### config.mk
export PLATFORM = sky130hd
export DESIGN_NAME = xor_csum_arbiter_flat
export DESIGN_NICKNAME = d
export VERILOG_FILES = /design/src/rtl/xor_csum_arbiter_if.sv /design/src/rtl/xor_csum_arbiter.sv /design/src/flat_wrapper.sv
export SDC_FILE = /design/constraint.sdc
export NUM_CORES = 1
export LEC_CHECK = 0
export ABC_AREA = 1
export CAP_MARGIN = 15
export CELL_PAD_IN_SITES_DETAIL_PLACEMENT = 1
export CELL_PAD_IN_SITES_GLOBAL_PLACEMENT = 2
export CORE_AREA = 2 2 65 129
export CTS_CLUSTER_DIAMETER = 40
export DETAILED_ROUTE_END_ITERATION = 8
export DIE_AREA = 0 0 67 131
export PLACE_DENSITY_LB_ADDON = 0.1
export RECOVER_POWER = 100
export SLEW_MARGIN = 0
export SYNTH_ARGS = -nofsm -noshare
export SYNTH_HDL_FRONTEND = slang
export SYNTH_SLANG_ARGS = --single-unit
### constraint.sdc
create_clock -name clk -period 1.55 [get_ports clk]
set_input_delay 0.155 -clock clk [delete_from_list [all_inputs] [get_ports clk]]
set_output_delay 0.155 -clock clk [all_outputs]
set_load 0.01 [all_outputs]
### src/rtl/xor_csum_arbiter_if.sv
// Requester/result bundle for xor_csum_arbiter. Build with XOR_CSUM_LEN_EN
// to add the csum_len word-count output.
interface xor_csum_arbiter_if #(
    parameter int NREQ  = 4,
    parameter int WIDTH = 8,
    parameter int IDW   = 2
);
    logic [NREQ-1:0]       req_valid;
    logic [NREQ*WIDTH-1:0] req_data;
    logic [NREQ-1:0]       req_last;
    logic [NREQ-1:0]       req_ready;
    logic                  csum_valid;
    logic [WIDTH-1:0]      csum;
    logic [IDW-1:0]        csum_id;
    logic                  csum_ready;
`ifdef XOR_CSUM_LEN_EN
    logic [7:0]            csum_len;

    modport master (
        output req_valid, req_data, req_last, csum_ready,
        input  req_ready, csum_valid, csum, csum_id, csum_len
    );
    modport slave (
        input  req_valid, req_data, req_last, csum_ready,
        output req_ready, csum_valid, csum, csum_id, csum_len
    );
`else
    modport master (
        output req_valid, req_data, req_last, csum_ready,
        input  req_ready, csum_valid, csum, csum_id
    );
    modport slave (
        input  req_valid, req_data, req_last, csum_ready,
        output req_ready, csum_valid, csum, csum_id
    );
`endif
endinterface

### src/rtl/xor_csum_arbiter.sv
// Round-robin arbitrated XOR checksum engine; grant is locked per packet.
// Optional XOR_CSUM_LEN_EN adds a saturating 8-bit packet word count.
module xor_csum_arbiter #(
    parameter int NREQ  = 4,
    parameter int WIDTH = 8,
    parameter int IDW   = 2
) (
    input  logic               clk,
    input  logic               reset,
    xor_csum_arbiter_if.slave  bus
);
    typedef enum logic [1:0] {IDLE, BUSY, DONE} state_t;

    state_t           state_reg;
    logic [IDW-1:0]   gnt_reg;
    logic [IDW-1:0]   rr_ptr_reg;
    logic [IDW-1:0]   csum_id_reg;
    logic [WIDTH-1:0] acc_reg;
    logic [WIDTH-1:0] csum_reg;

    logic [WIDTH-1:0] word_data [NREQ];
    logic [NREQ-1:0]  ready_vec;
    logic             sel_valid;
    logic             sel_last;
    logic [WIDTH-1:0] sel_data;
    logic             pick_found;
    logic [IDW-1:0]   pick_idx;
    logic [IDW:0]     scan_sum;
    logic [IDW-1:0]   scan_idx;

    generate
        for (genvar gi = 0; gi < NREQ; gi++) begin : g_req
            assign word_data[gi] = bus.req_data[gi*WIDTH +: WIDTH];
            assign ready_vec[gi] = (state_reg == BUSY) && (gnt_reg == IDW'(gi));
        end
    endgenerate

    assign sel_valid = bus.req_valid[gnt_reg];
    assign sel_last  = bus.req_last[gnt_reg];
    assign sel_data  = word_data[gnt_reg];

    // Scan downward so the smallest offset from rr_ptr is the last (winning) write.
    always_comb begin
        pick_found = 1'b0;
        pick_idx   = '0;
        scan_sum   = '0;
        scan_idx   = '0;
        for (int k = NREQ - 1; k >= 0; k--) begin
            scan_sum = {1'b0, rr_ptr_reg} + (IDW+1)'(k);
            if (scan_sum >= (IDW+1)'(NREQ)) begin
                scan_sum = scan_sum - (IDW+1)'(NREQ);
            end
            scan_idx = scan_sum[IDW-1:0];
            if (bus.req_valid[scan_idx]) begin
                pick_found = 1'b1;
                pick_idx   = scan_idx;
            end
        end
    end

`ifdef XOR_CSUM_LEN_EN
    logic [7:0] len_reg;
    logic [7:0] csum_len_reg;
    logic [7:0] len_next;

    assign len_next = (len_reg == 8'hFF) ? 8'hFF : len_reg + 8'd1;

    always_ff @(posedge clk or posedge reset) begin
        if (reset) begin
            len_reg      <= '0;
            csum_len_reg <= '0;
        end else if (state_reg == IDLE) begin
            len_reg <= '0;
        end else if (state_reg == BUSY && sel_valid) begin
            len_reg <= len_next;
            if (sel_last) begin
                csum_len_reg <= len_next;
            end
        end
    end

    assign bus.csum_len = csum_len_reg;
`endif

    always_ff @(posedge clk or posedge reset) begin
        if (reset) begin
            state_reg   <= IDLE;
            gnt_reg     <= '0;
            rr_ptr_reg  <= '0;
            acc_reg     <= '0;
            csum_reg    <= '0;
            csum_id_reg <= '0;
        end else begin
            case (state_reg)
                IDLE: begin
                    if (pick_found) begin
                        gnt_reg   <= pick_idx;
                        acc_reg   <= '0;
                        state_reg <= BUSY;
                    end
                end
                BUSY: begin
                    if (sel_valid) begin
                        acc_reg <= acc_reg ^ sel_data;
                        if (sel_last) begin
                            csum_reg    <= acc_reg ^ sel_data;
                            csum_id_reg <= gnt_reg;
                            state_reg   <= DONE;
                        end
                    end
                end
                DONE: begin
                    if (bus.csum_ready) begin
                        rr_ptr_reg <= (gnt_reg == IDW'(NREQ - 1)) ? '0 : gnt_reg + 1'b1;
                        state_reg  <= IDLE;
                    end
                end
                default: state_reg <= IDLE;
            endcase
        end
    end

    assign bus.req_ready  = ready_vec;
    assign bus.csum_valid = (state_reg == DONE);
    assign bus.csum       = csum_reg;
    assign bus.csum_id    = csum_id_reg;
endmodule

### src/flat_wrapper.sv
// flat-port wrapper written by rule: the top's interface ports become plain ports
module xor_csum_arbiter_flat 
#(
    parameter int NREQ  = 4,
    parameter int WIDTH = 8,
    parameter int IDW   = 2
)
  (clk, reset, bus_req_valid, bus_req_data, bus_req_last, bus_csum_ready, bus_req_ready, bus_csum_valid, bus_csum, bus_csum_id);
  xor_csum_arbiter_if #(.NREQ(NREQ), .WIDTH(WIDTH), .IDW(IDW)) bus_i ();
  input  logic clk;
  input  logic reset;
  input wire logic [$bits(bus_i.req_valid)-1:0] bus_req_valid;
  input wire logic [$bits(bus_i.req_data)-1:0] bus_req_data;
  input wire logic [$bits(bus_i.req_last)-1:0] bus_req_last;
  input wire logic [$bits(bus_i.csum_ready)-1:0] bus_csum_ready;
  output wire logic [$bits(bus_i.req_ready)-1:0] bus_req_ready;
  output wire logic [$bits(bus_i.csum_valid)-1:0] bus_csum_valid;
  output wire logic [$bits(bus_i.csum)-1:0] bus_csum;
  output wire logic [$bits(bus_i.csum_id)-1:0] bus_csum_id;
  assign bus_i.req_valid = bus_req_valid;
  assign bus_i.req_data = bus_req_data;
  assign bus_i.req_last = bus_req_last;
  assign bus_i.csum_ready = bus_csum_ready;
  assign bus_req_ready = bus_i.req_ready;
  assign bus_csum_valid = bus_i.csum_valid;
  assign bus_csum = bus_i.csum;
  assign bus_csum_id = bus_i.csum_id;
  xor_csum_arbiter #(.NREQ(NREQ), .WIDTH(WIDTH), .IDW(IDW)) u_core (.clk(clk), .reset(reset), .bus(bus_i));
endmodule
Word level (Yosys, flattened, before mapping). Cells that the tools add are included.

Register bits after elaboration: 24. Output and inout port bits: 15. Bits in writable memories: 0. Memory bits (read-only): 0. Word-level logic and storage cells: 83. Latch bits: 0. Memories kept: 0.

Order comparisons: 10. Multiplexer cells: 36. Reduce and logical (&&, ||, !) cells: 12. Shifts and indexed selects: 0. Div/mod/pow operators: 0. Equal/unequal tests: 9. $add $sub $neg: 8. Multiply operators: 0. Bitwise operators: 2.

Operator list (count): 8-bit two-way mux (4); 2-bit two-way mux (13); 8-bit binary-select mux with 2-bit select (1); 8-bit one-hot mux with 2 select lines (1); 2-bit by 3-bit less-than comparator with 1-bit output (second input constant) (5); 1-bit binary-select mux with 2-bit select (6); 3-bit >= comparator (second input constant) (4); 1-bit two-way mux (10); 2-bit by 1-bit subtractor with 2-bit output (second input constant) (4); 8-bit XOR (1); 2-bit by 2-bit adder with 3-bit output (second input constant) (2); 2-bit equality test (second input constant) (3); 2-bit by 1-bit != test with 1-bit output (second input constant) (3); 2-bit one-hot mux with 3 select lines (1); 3-bit AND reduction (2); 2-bit by 1-bit equality test with 1-bit output (second input constant) (2); 1-bit logical AND (4); 2-bit logical NOT (2); 2-bit AND reduction (2); 4-bit AND reduction (1); 2-bit by 1-bit adder with 3-bit output (second input constant) (1); 2-bit by 3-bit >= comparator with 1-bit output (second input constant) (1); 2-bit NOT with 3-bit output (1); 2-bit by 1-bit adder with 2-bit output (second input constant) (1); other kinds (2) (2).

Depth between registers and ports, before layout.
Depth in word-level cells: 11. Gate-level depth with buffers: 11. Gate-level depth less buffers: 11.

Least setup slack after synthesis. Ideal clock, no wire load.

Path kind: register to register. Start: register u_core.gnt_reg[0]. End: register u_core.csum_id_reg[0], in the netlist u_core.bus.csum_id[0]. Arrival: 1258 ps. Slack: 169 ps. Clock period less this slack: 1381 ps. Cell stages (with the launch flop): 9. Required time: 1428 ps. Cells stage by stage: dfrtp_1 > buf_6 > o21ai_0 > nand2_1 > nor3_2 > inv_1 > buf_6 > nand2_1 > o21ai_1.

Longest elaborated chain between the ends: 3. Elaborated cells between the ends (all ways): 5. Those cells by class: mux: 4; reduce/logical: 1.

Ends and longest elaborated chain: from (decl) (RTL line xor_csum_arbiter.sv:15) `logic [IDW-1:0] gnt_reg;`; from (signal assigned) (RTL line xor_csum_arbiter.sv:97) `gnt_reg <= pick_idx;`; 1-bit binary-select mux with 2-bit select (on tied branches) (RTL line xor_csum_arbiter.sv:39, xor_csum_arbiter.sv:38); 1-bit two-way mux (on tied branches) (RTL line xor_csum_arbiter.sv:39, xor_csum_arbiter.sv:38); 3-bit AND reduction (no source line); to (signal assigned) (RTL line xor_csum_arbiter.sv:107) `csum_id_reg <= gnt_reg;`; to (decl) (RTL line xor_csum_arbiter.sv:17) `logic [IDW-1:0] csum_id_reg;`.

Parallel ways exist; a longest one is shown, timed or not. The select of a mux whose other input is x is not followed. A chain may end at the register's enable or synchronous reset.

Worst setup path in the final report.
Start: register u_core.rr_ptr_reg[0]. End: register u_core.acc_reg[0].

Longest elaborated chain between the ends: 11. Elaborated cells between the ends (all ways): 29. Those cells by class: add/sub: 7; order compare: 4; eq/ne: 1; mux: 16; reduce/logical: 1.

Ends and longest elaborated chain: from (decl) (RTL line xor_csum_arbiter.sv:16) `logic [IDW-1:0] rr_ptr_reg;`; from (signal assigned) (RTL line xor_csum_arbiter.sv:114) `rr_ptr_reg <= (gnt_reg == IDW'(NREQ - 1)) ? '0 : gnt_reg + 1'b1;`; 2-bit by 2-bit adder with 3-bit output (RTL line xor_csum_arbiter.sv:49) `scan_sum = {1'b0, rr_ptr_reg} + (IDW+1)'(k);`; 3-bit >= comparator / 2-bit by 1-bit subtractor with 2-bit output (equally long branches) (RTL line xor_csum_arbiter.sv:50, xor_csum_arbiter.sv:51); 2-bit two-way mux (RTL line xor_csum_arbiter.sv:50) `if (scan_sum >= (IDW+1)'(NREQ)) begin`; 1-bit binary-select mux with 2-bit select (RTL line xor_csum_arbiter.sv:54) `if (bus.req_valid[scan_idx]) begin`; 1-bit two-way mux (not written as such) (RTL line xor_csum_arbiter.sv:54); 1-bit two-way mux (3 in a row) (RTL line xor_csum_arbiter.sv:54); 1-bit two-way mux (*) (RTL line xor_csum_arbiter.sv:54); 2-bit by 1-bit != test with 1-bit output (no source line) (*); 3-bit AND reduction (no source line) (*); to (signal assigned) (RTL line xor_csum_arbiter.sv:104) `acc_reg <= acc_reg ^ sel_data;`; to (decl) (RTL line xor_csum_arbiter.sv:18) `logic [WIDTH-1:0] acc_reg;`.

Mark *: on every way between the ends. The rest lies on a longest branch, timed or not. The select of a mux whose other input is x is not followed.

==> impl_results.md <==
- Hpwl dp: 4710 um
- Post-Syn Area: 1920 um2
- EDFF count, synth: 0
- DRC Markers: 0
- Vias: 2153
- Synth cell count leaders: nand2_1, inv_1, nand3_1
- Clock Latency Late Sink: 0.26 ns
- # diodes: 0
- First-pass GRT wire length: 9960 um
- Crit-path slowest cell: dfrtp_2
- FF/Latch Area: 604 um2
- Req. time, crit path: 1.75 ns
- Drt initial violations: 49
- Initial antenna violation count: 0
- Htree depth: 1
- Leakage: 1.61 nW
- Post-place setup slack: -0.136 ns
- Cell Rows: 46
- DR WL/cell: 13.3 um
- CP dominant cell by count: nand2_4
- Pre-Repair DR Iteration Count: 4
- Setup Viol. Count Final: 8
- Top area cells in the synthesized netlist: dfrtp_1, nand2_1, nand3_1
- Cell Int Power: 3.70 mW
- PwrDens: 2120 nW/um2
- Max-slew headroom: 57.9%
- Hold_buf cts: 0
- CP peak stage delay: 0.46 ns
- Total of max-cap violations: 0
- Final setup margin: -0.0252 ns
- Critical path type: register to register
- CTS tree: built
- Critical path, cell by cell: buf_6 > nand2_4 > nand2_4 > nand2_4 > nand2_4 > nor2_4 > nand3_4 > nand3_4 > nand2_1 > nand2_1
- Reg power frac: 16.9%
- Nets: 430
- Sw frac: 45.7%
- Final std cells w/o fill: 478
- Critical path fanouts, max: 8
- Arr. time, crit path: 1.78 ns
- Async set-reset flop share out of synthesis: 100%
- Yosys top cell area share: 31.3%
- Multi-input gate area: 1270 um2
- GP Congestion: 0.758
- Post-synthesis net count: 332
- Post-DRT Antenna Nets: 0
- Die height: 131 um
- Area grow syn2layout: 68.1%
- Final min period: 1.58 ns
- Hold crit path type: register to register
- Top-count cell post-synth: nand2_1
- Final setup skew: 0.00314 ns
- Final period util: 102%
- Crit end category: register
- Grt ovf: 0
- Synth Flop Type: dfrtp_1
- CTS Buf Count: 3
- Gate power share: 72.0%
- Clk pwr share: 11.1%
- Status: finished with violations
- Fillers: 990
- Synth area leader: dfrtp_1
- Flops & latches, synth: 24
- Slew @ Worst Pin: 0.631 ns
- Avg Inst Size Synth: 6.73 um2
- Initial Utilization: 24.5%
- Slew Viols, Final: 0
- Sequential share of the synthesized area: 31.3%
- Distinct cells, synth: 24
- Cells after Synth: 285
- Fraction of layout cells with a size suffix above 1: 33.5%
- Sink Count: 24
- Placed cells: 458
- Largest net degree at the start of global routing: 25
- Root Driver: clkbuf_16
- Vias per cell: 4.50
- Clk buf depth: 2
- Clock transition at path regs: 0.07 ns
- Power, Total: 6.82 mW
- Number of port buffers: 57
- Synth Warn #: 0
- Fin. Hold Viols: 0
- Maximum VDD drop: 0.643 mV
- Setup crit start kind: register
- Fmax: 635 MHz
- Core Area: 7830 um2
- Fin util: 41.2%
- WL final: 6350 um
- Die width: 67 um
- Vias in the first global route: 2099
- Switching power: 3.12 mW
- Io pins: 58
- GRT Resource Usage Total: 14.7%
- Full die area: 8780 um2
- Failing checks: setup timing
- RSZ-0062 raised after global routing: yes
final cells by class:
| type | instances | area share, % |
|---|---|---|
| tap | 96 | 3.73 |
| inverter | 29 | 3.69 |
| timing repair buffer | 103 | 31.1 |
| multi-input combinational | 222 | 39.5 |
| sequential | 24 | 18.8 |
| clock inverter | 1 | 0.932 |
| clock buffer | 3 | 2.33 |
stage by stage:
step | setup TNS (ns) | hold slack (ns) | cell area, um2
after floorplan | 0 | 0.170 | 1920
after global placement | -1.25 | 0.470 | 2750
after detailed placement | -1.89 | 0.478 | 2750
after CTS | -0.151 | 0.267 | 2960
after global routing | -1.84 | 0.509 | 3220
final | -0.108 | 0.477 | 3220
critical path, delay by kind of cell, from the launching register on:
kind | cells | cell delay [ns]
AND/OR/NAND/NOR | 9 | 0.90
buffers and inverters | 1 | 0.16
flip-flops | 1 | 0.46
power groups by stage:
stage          registers (mW)  clock network (mW)  logic [mW]
4_1_cts                  1.14               0.765        4.31
3_5_place_dp             1.13                   0        3.98
6_report                 1.16               0.755        4.91
2_1_floorplan            1.17                   0        2.44
5_1_grt                  1.20               0.789        5.46
3_3_place_gp             1.13                   0        3.88
final timing paths:
| path | to | slack [ns] | cells past startpoint | startpoint |
|---|---|---|---|---|
| max | u_core.acc_reg[0] | -0.03 | 10 | u_core.rr_ptr_reg[0] |
| min | u_core.bus.csum[4] | 0.48 | 2 | u_core.bus.csum[4] |
| max reg2reg | u_core.acc_reg[0] | -0.03 | 10 | u_core.rr_ptr_reg[0] |
| min reg2reg | u_core.bus.csum[4] | 0.48 | 2 | u_core.bus.csum[4] |
| max in group asynchronous | u_core.rr_ptr_reg[1] | 0.61 | 3 | reset |
| min in group asynchronous | u_core.state_reg[1] | 0.49 | 3 | reset |
timing repair:
action,4_1_cts,5_1_grt
setup endpoints to repair,16,25
pin swaps,15,9
resized for setup,36,47
cloned,1,2
setup buffers,4,9
kinds of logic (layout without fill, tap and decap cells):
logic type	Yosys count	count (layout)	share of synthesized area [%]
and+or+nand+nor	196	197	49.2
buffers and inverters	40	136	10.9
DFF	24	24	31.3
AOI/OAI and AO/OA	21	21	5.94
adders and majority gates	4	4	2.61
cell usage in the layout, fill, tap and decap left out:
cell type / synthesis / layout
dlygate4sd2_1: 0 / 1
ha_1: 4 / 4
clkbuf_1: 1 / 1
nor2_4: 1 / 2
inv_1: 26 / 22
a21boi_2: 1 / 1
clkdlybuf4s50_1: 0 / 41
buf_8: 0 / 1
nand3_2: 7 / 10
nor2_2: 2 / 3
buf_12: 0 / 3
clkbuf_16: 0 / 5
a21oi_2: 0 / 2
o21ai_2: 0 / 5
nand4_1: 8 / 8
nor3_4: 0 / 1
o31ai_4: 0 / 1
inv_2: 3 / 4
nand3_1: 26 / 24
buf_2: 2 / 1
nand2_1: 114 / 93
bufinv_16: 0 / 1
clkbuf_2: 0 / 2
dfrtp_2: 0 / 3
nand2_4: 4 / 11
o21ai_0: 7 / 3
dfrtp_1: 24 / 21
buf_4: 1 / 32
nand3_4: 2 / 2
o21ai_1: 10 / 9
nor2_1: 17 / 15
nand2_2: 14 / 28
clkdlybuf4s15_1: 0 / 1
buf_6: 7 / 7
inv_4: 0 / 2
dlygate4sd3_1: 0 / 11
inv_6: 0 / 1
per-layer routing:
layer | global-route usage (%) | share of wire [%] | vias to the layer above
met4 | 6.00 | 2.6 | 0
met2 | 24.0 | 51 | 50
met1 | 19.8 | 43 | 996
li1 | - | - | 1096
met5 | 0 | 0 | -
met3 | 1.20 | 3.1 | 11
No activity file was read; power rests on OpenSTA's default activity.
